==> src/rtl/arb_pkg.sv <==
// Shared constants, state encoding and helpers for the 8-way round-robin arbiter.
package arb_pkg;

    localparam int unsigned NREQ         = 8;
    localparam int unsigned ID_W         = 3;
    localparam int unsigned HOLD_MAX_DEF = 16;
    localparam int unsigned CNT_W_DEF    = 8;

    typedef enum logic {
        ST_IDLE  = 1'b0,
        ST_GRANT = 1'b1
    } state_t;

    // One-hot vector with only the bit for requester id set.
    function automatic logic [NREQ-1:0] id2onehot(input logic [ID_W-1:0] id);
        return NREQ'(1) << id;
    endfunction

endpackage

==> src/rtl/Or8Way.sv <==
// 8-input OR-reduction gate shared across the codebase.
module Or8Way (
    input  logic [7:0] in,
    output logic       out
);

    assign out = |in;

endmodule

==> src/rtl/rr_pick8.sv <==
// Combinational rotating-priority encoder: the first set request at or after ptr wins.
module rr_pick8
    import arb_pkg::*;
(
    input  logic [NREQ-1:0] req,
    input  logic [ID_W-1:0] ptr,
    output logic            valid,
    output logic [ID_W-1:0] id
);

    logic [NREQ-1:0] rot;
    logic [ID_W-1:0] off;

    // Rotate so ptr lands on bit 0, find the lowest set bit, then rotate the index back.
    always_comb begin
        rot   = NREQ'({req, req} >> ptr);
        off   = '0;
        valid = 1'b0;
        for (int i = NREQ - 1; i >= 0; i--) begin
            if (rot[i]) begin
                off   = ID_W'(i);
                valid = 1'b1;
            end
        end
        id = off + ptr;
    end

endmodule

==> src/rtl/rr_arbiter8.sv <==
// Round-robin arbiter for one shared resource across 8 requesters; the owner keeps the grant until release.
// Define ARB_TIMEOUT_EN to force release after HOLD_MAX grant cycles.
module rr_arbiter8
    import arb_pkg::*;
#(
    parameter int unsigned HOLD_MAX = HOLD_MAX_DEF,
    parameter int unsigned CNT_W    = CNT_W_DEF
) (
    input  logic            clk,
    input  logic            reset,
    input  logic [NREQ-1:0] req,
    output logic [NREQ-1:0] grant,
    output logic [ID_W-1:0] grant_id,
    output logic            busy,
    output logic            any_req
);

    if (HOLD_MAX < 1 || HOLD_MAX > 255 || (64'(1) << CNT_W) <= 64'(HOLD_MAX)) begin : g_bad_cfg
        $error("rr_arbiter8: HOLD_MAX must be 1..255 and fit in CNT_W bits");
    end

    state_t          state;
    logic [ID_W-1:0] ptr;
    logic            pick_valid;
    logic [ID_W-1:0] pick_id;
    logic            release_c;

`ifdef ARB_TIMEOUT_EN
    logic [CNT_W-1:0] hold_cnt;
`endif

    Or8Way u_or8 (
        .in  (req),
        .out (any_req)
    );

    rr_pick8 u_pick (
        .req   (req),
        .ptr   (ptr),
        .valid (pick_valid),
        .id    (pick_id)
    );

    // Owner gives up the resource by dropping its request, or by hitting the hold limit.
    always_comb begin
        release_c = !req[grant_id];
`ifdef ARB_TIMEOUT_EN
        if (hold_cnt == CNT_W'(HOLD_MAX - 1)) begin
            release_c = 1'b1;
        end
`endif
    end

    always_ff @(posedge clk) begin
        if (reset) begin
            state    <= ST_IDLE;
            grant    <= '0;
            grant_id <= '0;
            busy     <= 1'b0;
            ptr      <= '0;
`ifdef ARB_TIMEOUT_EN
            hold_cnt <= '0;
`endif
        end else begin
            case (state)
                ST_IDLE: begin
                    if (any_req && pick_valid) begin
                        state    <= ST_GRANT;
                        grant    <= id2onehot(pick_id);
                        grant_id <= pick_id;
                        busy     <= 1'b1;
`ifdef ARB_TIMEOUT_EN
                        hold_cnt <= '0;
`endif
                    end
                end
                ST_GRANT: begin
                    // Releasing always costs one idle cycle; new arbitration uses the advanced pointer.
                    if (release_c) begin
                        state    <= ST_IDLE;
                        grant    <= '0;
                        grant_id <= '0;
                        busy     <= 1'b0;
                        ptr      <= grant_id + ID_W'(1);
                    end
`ifdef ARB_TIMEOUT_EN
                    else begin
                        hold_cnt <= hold_cnt + CNT_W'(1);
                    end
`endif
                end
                default: begin
                    state <= ST_IDLE;
                end
            endcase
        end
    end

endmodule

==> config.mk <==
export PLATFORM = sky130hd
export DESIGN_NAME = rr_arbiter8
export DESIGN_NICKNAME = d
export VERILOG_FILES = /design/src/rtl/arb_pkg.sv /design/src/rtl/Or8Way.sv /design/src/rtl/rr_pick8.sv /design/src/rtl/rr_arbiter8.sv
export SDC_FILE = /design/constraint.sdc
export NUM_CORES = 1
export LEC_CHECK = 0
export CAP_MARGIN = 20
export CORE_ASPECT_RATIO = 1.25
export CORE_MARGIN = 2
export CORE_UTILIZATION = 55
export DETAILED_ROUTE_END_ITERATION = 6
export GPL_ROUTABILITY_DRIVEN = 0
export PLACE_DENSITY_LB_ADDON = 0.05
export SYNTH_ARGS = -nofsm -noshare
export SYNTH_HDL_FRONTEND = slang
export SYNTH_SLANG_ARGS = --single-unit
==> constraint.sdc <==
create_clock -name clk -period 5.25 [get_ports clk]
set_clock_uncertainty 0.15 [all_clocks]
set_input_delay 1.05 -clock clk [delete_from_list [all_inputs] [get_ports clk]]
set_output_delay 1.05 -clock clk [all_outputs]
set_load 0.03 [all_outputs]
# [Word-level counts from Yosys, hierarchy flattened]
# Index checks and enable logic that the tools add are counted.
[word_totals] reg_bits=16 inputBits=10 out_inout_bits=13 wordCells=48
[op_classes] n_addsub=2 order_cmp=1 eq_ne=2 shift=2 n_mux=30 bitwise_logic=2 reduce_logical=4
[op_table] operator="2-to-1 mux 3 bit" count=10
[op_table] operator="2-to-1 mux 8 bit" count=2
[op_table] operator="one-hot mux 8 bit (2 select lines)" count=1
[op_table] operator=">> shifter 16 x 3 -> 8 bit" count=1
[op_table] operator="2-to-1 mux 1 bit" count=13
[op_table] operator="OR reduction 8 bit" count=1
[op_table] operator="<< shifter 1 x 3 -> 8 bit (first input constant)" count=1
[op_table] operator="one-hot mux 3 bit (2 select lines)" count=1
[op_table] operator="< comparator 3 x 4 -> 1 bit (second input constant)" count=1
[op_table] operator="!= test 2 bit (second input constant)" count=2
[op_table] operator="one-hot mux 1 bit (2 select lines)" count=2
[op_table] operator="AND reduction 2 bit" count=2
[op_table] operator="adder 3 x 1 -> 3 bit (second input constant)" count=1
[op_table] operator="adder 3 bit" count=1
[op_table] operator="binary-select mux 1 bit (select 3 bit)" count=1
[op_table] operator="inverter 1 bit" count=2
[op_table] operator="logical AND 1 bit" count=1

# [Logic depth before layout (Yosys ltp)]
# Gate-level depths: netlist (run 1).
[logic_depth] ltp_word=13 mapped_depth=15 mapped_depth_nobuf=12

# [Hierarchy]
# Synthesis (run 1) repeated with hierarchy kept, for this count alone.
[hier_totals] cells_unflattened=157 hier_area_um2=1457.6
[modules_own_cells] mod="rr_arbiter8" n_inst=1 cells_each=83 area_each_um2=789.5 seq_area_each_um2=320.3
[modules_own_cells] mod="rr_pick8" n_inst=1 cells_each=71 area_each_um2=651.9 seq_area_each_um2=0.0
[modules_own_cells] mod="Or8Way" n_inst=1 cells_each=3 area_each_um2=16.3 seq_area_each_um2=0.0

# [Worst setup path before layout (run 1)]
# OpenSTA, ideal clock, no wires.
[synth_path] path_kind="input port to flip-flop" from="input req[0]" to="register grant[7]" setup_time_ns=0.117 t_arrival_ns=3.250 required_time_ns=4.983 setup_slack_ns=1.733 path_stages=12 path_buffers=1 path_cell_list="mux2_2 -> nand2b_1 -> o21ai_0 -> a221oi_1 -> o32ai_1 -> a211o_1 -> ha_1 -> inv_1 -> fa_1 -> buf_1 -> nor3b_1 -> a22o_1"
[synth_between] elab_chain_cells=13 word_cells_on_any_way=28 cone_classes="add/sub: 1; eq/ne: 2; shift: 2; mux: 20; reduce/logical: 3"
[synth_rtl] element="from (decl)" line="rr_arbiter8.sv:11" source="input logic [NREQ-1:0] req,"
[synth_rtl] element=">> shifter 16 x 3 -> 8 bit" line="rr_pick8.sv:16" source="rot = NREQ'({req, req} >> ptr);"
[synth_rtl] element="2-to-1 mux 3 bit (8 in a row)" line="rr_pick8.sv:20" source="if (rot[i]) begin"
[synth_rtl] element="adder 3 bit" line="rr_pick8.sv:25" source="id = off + ptr;"
[synth_rtl] element="<< shifter 1 x 3 -> 8 bit" line="arb_pkg.sv:16" source="return NREQ'(1) << id;"
[synth_rtl] element="2-to-1 mux 8 bit" line="rr_arbiter8.sv:67" source="if (any_req && pick_valid) begin"
[synth_rtl] element="one-hot mux 8 bit (2 select lines)" line="rr_arbiter8.sv:65" source="case (state)"
[synth_rtl] element="to (signal assigned)" line="rr_arbiter8.sv:69" source="grant <= id2onehot(pick_id);"
[synth_rtl] element="to (decl)" line="rr_arbiter8.sv:12" source="output logic [NREQ-1:0] grant,"
# Parallel ways exist; a longest one is shown, timed or not. The select of a mux whose other input is x is not followed.
# A chain may end at the register's enable or synchronous reset.

# [Worst setup path after layout (run 1)]
[layout_path] from="input req[2]" to="register grant[5]"
# Same word-level chain as after synthesis.

==> flow_summary.toml, run 1 <==
[min_path]
hold_class = "reg -> reg"

[run]
cap_violations = 0

[critical_path]
max_stage_delay_ns = 0.57
worstPathCellList = "clkdlybuf4s50_1, mux2i_1, nand3_1, a21oi_1, nor2_1, a311oi_1, a211o_1, ha_1, inv_1, fa_1, and3_1, a22o_1"
critPathSlowestCell = "fa_1"
critPathBufInv = 2
required_ns = 5.30
worstSetupPathType = "in -> reg"
arrival_ns = 3.98
worst-path-max-fanout = 9
crit_family = "compound AO/OA/AOI/OAI gates"
end_kind = "flip-flop"
crit_path_start_kind = "primary input"

[synth]
synth_cells = 143
synth_ff_type = "dfxtp_1"
yosys_warnings = 0
syn_area_per_cell_um2 = 8.627
syn_nets = 156
synth_cell_type_count = 48
ys_seq_elements = 16
syn-cell-area_mm2 = 0.001234
async_flop_share_pct = 0
yosysSeqAreaShare_pct = 25.96
synth_edf_count = 0

[power_and_ir_drop]
clkPwrFrac_pct = 16.0
p_total_w = 0.0005175
combPwrFrac_pct = 50.0
switching_power_w = 0.0002152
seq_power_share_pct = 34.0
p_int_w = 0.0003023
power_switching_share_pct = 41.59
vdd_drop_max_v = 0.0001986
p_leak_nw = 0.5457
powerDensity_mw_per_mm2 = 348.2

[die]
die_h_um = 56.95
die_width_um = 46.36
start_util_pct = 57.03
die-area_mm2 = 0.002640
row_count = 19
core_area_mm2 = 0.002163
io_pins = 23

[cts]
cts_tree = "done"
cts.sink_count = 16
path_clk_slew_ns = 0.09
cts_buffers = 3
cts_resized = 0
insertion_delay_ns = 0.30
cts.htree.levels = 1
clockBufferDepth = 2
cts_setup_buffers = 0
ctsHoldBuffers = 0
cts_root_buf = "clkbuf_4"

[sta]
hold_viol_final = 0
period_share_pct = 74.99
setup-violations-final = 0
hold-worst-slack_ns = 0.3120
rsz0062_at_grt = "no"
fin_setup_tns_ns = 0
max_clock_freq_mhz = 254.0
relSlewSlack_pct = 39.43
period_minus_slack_ns = 3.937
final_max_slew_viol_count = 0
worst_pin_slew_ns = 0.9073

[drt]
wl_mm = 2.735
drt_iter0_drc = 25
drt-wirelength-per-cell_um = 14.17
ant_nets = 0
vias_per_cell = 6.000
first_pass_iters = 6
num_vias = 1158
drc = 0

[place]
dp.cells = 189
port_buffers = 22
dp_hpwl_mm = 2.152

[global_routing]
grt_first_pass_wirelength_mm = 4.485
grt_overflow_total = 0
grtUsageTotal_pct = 23.12
antenna_found_initial = 0
grt_max_degree = 22
grt_pass1_vias = 1048

[final_layout]
fin_util_pct = 68.71
num-nets-final = 176
final_cells = 193
layout-drive-gt1-share_pct = 10.49
fillers = 186
diodes = 0
final_common_cell = "clkdlybuf4s50_1"
synthToLayoutAreaGrowth_pct = 20.49
layout_common_cells = "clkdlybuf4s50_1, nand2_1, dfxtp_1"

[outcome]
outcome = "finished clean"
-- worst register-to-register path, cell delays in order (launching register included) --
cell      delay, ns
dfxtp_1        0.92
mux2_2         0.45
nand2b_1       0.19
o21ai_0        0.16
a221oi_1       0.10
o32ai_1        0.30
a211o_1        0.14
ha_1           0.13
inv_1          0.05
fa_1           0.57
and3_1         0.22
a22o_1         0.19
-- routing by layer --
metal | track usage (%) | up-vias | wire (um)
met5 | 0 | - | 0
met4 | 15.92 | 0 | 92
met3 | 0.9494 | 7 | 62
met2 | 40.28 | 35 | 1464
met1 | 25.45 | 535 | 1116
li1 | - | 581 | -
-- flip-flops by register name, summed over array words and instances (netlist names) --
register  flops
busy          1
grant         8
grant_id      3
ptr           3
state         1
-- per-stage QoR --
stage	cell area, um^2	setup WS, ns
after CTS	1486	1.341
final	1486	1.313
after global routing	1486	1.143
after global placement	1450	1.075
after floorplan	1234	1.733
after detailed placement	1450	1.032
-- power by group through the flow --
stage | sequential [W] | combinational, W | clock [W]
floorplan | 0.000195 | 0.000170 | 0
global placement | 0.000177 | 0.000254 | 0
detailed placement | 0.000178 | 0.000258 | 0
CTS | 0.000176 | 0.000259 | 0.0000844
global route | 0.000179 | 0.000283 | 0.0000873
finish | 0.000176 | 0.000259 | 0.0000828
-- cells in the mapped netlist (2+ instances only) --
| library cell | number | area share (%) |
|---|---|---|
| and3_1 | 3 | 1.5 |
| ha_1 | 2 | 2.0 |
| o211a_1 | 2 | 1.6 |
| inv_1 | 5 | 1.5 |
| o211ai_1 | 2 | 1.2 |
| dfxtp_1 | 16 | 26 |
| nand2_1 | 16 | 4.9 |
| nor3_1 | 6 | 2.4 |
| a22o_1 | 4 | 2.8 |
| a31oi_1 | 4 | 2.0 |
| o21ai_0 | 8 | 3.2 |
| nor4_1 | 2 | 1.0 |
| mux4_2 | 2 | 3.7 |
| nand3_1 | 5 | 2.0 |
| a21oi_1 | 6 | 2.4 |
| clkbuf_1 | 2 | 0.61 |
| nor3b_1 | 4 | 2.4 |
| nand2b_1 | 3 | 1.5 |
| mux2i_1 | 9 | 7.3 |
| buf_6 | 2 | 1.8 |
| buf_1 | 2 | 0.61 |
| nor2_1 | 9 | 2.7 |
| mux2_2 | 4 | 3.7 |
-- worst paths after layout --
kind                                             from                     to  slack, ns  cells past startpoint
worst max register to register    ptr[1]$_SDFFE_PP0P_  grant[5]$_SDFFE_PP0P_       1.58                     11
worst min register to register  grant[3]$_SDFFE_PP0P_  grant[3]$_SDFFE_PP0P_       0.31                      2
worst max-delay path                           req[2]  grant[5]$_SDFFE_PP0P_       1.31                     12
worst min-delay path            grant[3]$_SDFFE_PP0P_  grant[3]$_SDFFE_PP0P_       0.31                      2
-- kinds of logic (layout without fill, tap and decap cells) --
logic type	Yosys count	count (layout)	synth area share (%)
and+or+nand+nor	52	52	21.30
AOI/OAI and AO/OA	40	40	23.53
DFF	16	16	25.96
buffers and inverters	13	32	5.274
muxes	16	16	16.43
adders and majority gates	4	4	4.564
xor gates and xnor gates	2	2	2.942
-- area by class of cell --
| cell class | instances | area, um^2 | share of cell area (%) |
|---|---|---|---|
| clock buffer | 4 | 36.28 | 2.441 |
| inverter | 6 | 22.52 | 1.515 |
| multi-input combinational | 114 | 848.3 | 57.07 |
| sequential | 16 | 320.3 | 21.55 |
| tap | 31 | 38.79 | 2.609 |
| timing repair buffer | 22 | 220.2 | 14.81 |
No activity file was read; power rests on OpenSTA's default activity.
==> inputs of run 2 (changes only) <==
--- a/config.mk
+++ b/config.mk
@@ -8,7 +8,7 @@
 export CAP_MARGIN = 20
 export CORE_ASPECT_RATIO = 1.25
 export CORE_MARGIN = 2
-export CORE_UTILIZATION = 55
+export CORE_UTILIZATION = 51
 export DETAILED_ROUTE_END_ITERATION = 6
 export GPL_ROUTABILITY_DRIVEN = 0
 export PLACE_DENSITY_LB_ADDON = 0.05
==> constraint.sdc (replaced) <==
create_clock -name clk -period 4.01 [get_ports clk]
set_clock_uncertainty 0.15 [all_clocks]
set_input_delay 0.802 -clock clk [delete_from_list [all_inputs] [get_ports clk]]
set_output_delay 0.802 -clock clk [all_outputs]
set_load 0.03 [all_outputs]
==> run 2 against run 1 <==
Net effect: wire length is 4.2% higher; flip-flop and latch count stayed put; design area is 1.1% higher; utilization is 1.5 points lower; combinational power is 41% higher; global-route usage is 0.66 points higher; total power is 28% higher; critical endpoint unchanged; die area is 7.2% higher; clock power is 2% lower.
==> flow_summary.toml, run 2 (same netlist as run 1, synthesis figures left out) <==
[outcome]
outcome = "finished clean"

[cts]
cts_resized = 0
clockBufferDepth = 2
cts_root_buf = "clkbuf_4"
cts_buffers = 3
ctsHoldBuffers = 0
cts_tree = "done"
cts.sink_count = 16
cts_setup_buffers = 0
insertion_delay_ns = 0.28
cts.htree.levels = 1
path_clk_slew_ns = 0.08

[power_and_ir_drop]
p_int_w = 0.0003821
clkPwrFrac_pct = 12.3
powerDensity_mw_per_mm2 = 442.3
power_switching_share_pct = 42.52
p_leak_nw = 0.5588
seq_power_share_pct = 33.0
switching_power_w = 0.0002826
vdd_drop_max_v = 0.0002465
combPwrFrac_pct = 54.7

[final_layout]
diodes = 0
layout-drive-gt1-share_pct = 12.12
fillers = 221
design_area_mm2 = 0.001503
reg_top3 = "grant x8, grant_id x3, ptr x3"
regMostFlops = "grant"
num-nets-final = 180
largest_reg_flops = 8
final_cells = 196
fin_util_pct = 67.25
synthToLayoutAreaGrowth_pct = 21.81
final_common_cell = "clkdlybuf4s50_1"
layout_common_cells = "clkdlybuf4s50_1, nand2_1, dfxtp_1"

[sta]
hold_viol_final = 0
rsz0062_at_grt = "no"
setup-violations-final = 0
period_share_pct = 93.29
worst_pin_slew_ns = 0.5623
period_minus_slack_ns = 3.741
final_max_slew_viol_count = 0
relSlewSlack_pct = 62.46
max_clock_freq_mhz = 267.3
fin_setup_tns_ns = 0
hold-worst-slack_ns = 0.3059

[drt]
first_pass_iters = 4
vias_per_cell = 6.077
ant_nets = 0
drt-wirelength-per-cell_um = 14.55
drt_iter0_drc = 45
num_vias = 1191
drc = 0
wl_mm = 2.851

[critical_path]
end_kind = "flip-flop"
worstSetupEndpoint = "grant[5]$_SDFFE_PP0P_"
crit_path_start_kind = "primary input"
crit_start = "req[6]"
worst-path-max-fanout = 9
reg2reg_to = "grant[5]$_SDFFE_PP0P_"
r2r_cells = 12
timing.rr.start = "ptr[1]$_SDFFE_PP0P_"
required_ns = 4.03
arrival_ns = 3.76
worstSetupPathType = "in -> reg"
r2r_slack_ns = 0.50

[global_routing]
grt_max_degree = 16
grt_first_pass_wirelength_mm = 4.961
grtUsageTotal_pct = 23.78
antenna_found_initial = 0
grt_overflow_total = 0
grt_pass1_vias = 1085

[place]
port_buffers = 22
placed_area_mm2 = 0.001480
dp.cells = 193
dp_hpwl_mm = 2.270

[die]
start_util_pct = 55.21
die-area_mm2 = 0.002831
core_area_mm2 = 0.002235
io_pins = 23
die_width_um = 47.99
die_h_um = 58.99
row_count = 19

[run]
cap_violations = 0

[min_path]
hold_class = "reg -> reg"
==> run 2: cell type report <==
cell class	instances	area (um^2)	share of cell area, %
Clock buffer	3	22.52	1.499
Sequential cell	16	320.3	21.32
Multi-Input combinational cell	114	848.3	56.45
Tap cell	31	38.79	2.581
Timing Repair Buffer	26	250.2	16.65
Inverter	6	22.52	1.499
==> run 2: power by group through the flow <==
stage / combinational (W) / sequential [W] / clock, W
after floorplan: 0.000223 / 0.000255 / 0
after global placement: 0.000352 / 0.000222 / 0
after detailed placement: 0.000362 / 0.000223 / 0
after CTS: 0.000363 / 0.000219 / 0.0000818
after global routing: 0.000401 / 0.000224 / 0.0000889
final: 0.000364 / 0.000219 / 0.0000814
==> run 2: metal layers <==
| layer | up-vias | track usage (%) | wire length, um |
|---|---|---|---|
| met3 | 13 | 1.829 | 91 |
| met5 | - | 0 | 0 |
| li1 | 585 | - | - |
| met4 | 0 | 11.97 | 129 |
| met2 | 46 | 40.38 | 1492 |
| met1 | 547 | 28.76 | 1138 |
==> run 2: per-stage QoR <==
step | power [W] | worst slack [ns]
floorplan | 0.0004785 | 0.7412
global placement | 0.0005738 | 0.1671
detailed placement | 0.0005846 | 0.04733
CTS | 0.0006645 | 0.3248
global route | 0.0007146 | 0.1540
finish | 0.0006647 | 0.2691
==> run 2: worst max-delay path, stage by stage <==
cell             delay [ns]
clkdlybuf4s50_1        0.50
mux2_2                 0.35
nand2b_1               0.19
o21ai_0                0.21
a221oi_1               0.11
o32ai_1                0.29
a211o_1                0.14
ha_1                   0.13
inv_1                  0.05
fa_1                   0.57
and3_1                 0.23
a22o_1                 0.19
==> run 2: worst min-delay path by stage <==
stage | start | endpoint | slack (ns) | depth (start not counted)
final | grant[1]$_SDFFE_PP0P_ | grant[1]$_SDFFE_PP0P_ | 0.31 | 2
after global routing | grant[3]$_SDFFE_PP0P_ | grant[3]$_SDFFE_PP0P_ | 0.33 | 2
after CTS | grant[3]$_SDFFE_PP0P_ | grant[3]$_SDFFE_PP0P_ | 0.31 | 2
after detailed placement | grant[1]$_SDFFE_PP0P_ | grant[1]$_SDFFE_PP0P_ | 0.29 | 2
after global placement | grant[0]$_SDFFE_PP0P_ | grant[0]$_SDFFE_PP0P_ | 0.29 | 2
after floorplan | state$_SDFF_PP0_ | state$_SDFF_PP0_ | 0.33 | 1
==> inputs of run 3 (changes only) <==
--- a/config.mk
+++ b/config.mk
@@ -11,6 +11,7 @@
 export CORE_UTILIZATION = 51
 export DETAILED_ROUTE_END_ITERATION = 6
 export GPL_ROUTABILITY_DRIVEN = 0
+export HOLD_SLACK_MARGIN = 0.05
 export PLACE_DENSITY_LB_ADDON = 0.05
 export SYNTH_ARGS = -nofsm -noshare
 export SYNTH_HDL_FRONTEND = slang
==> results of run 3 <==
The final DEF is identical to that of run 2; final timing and power are the same.
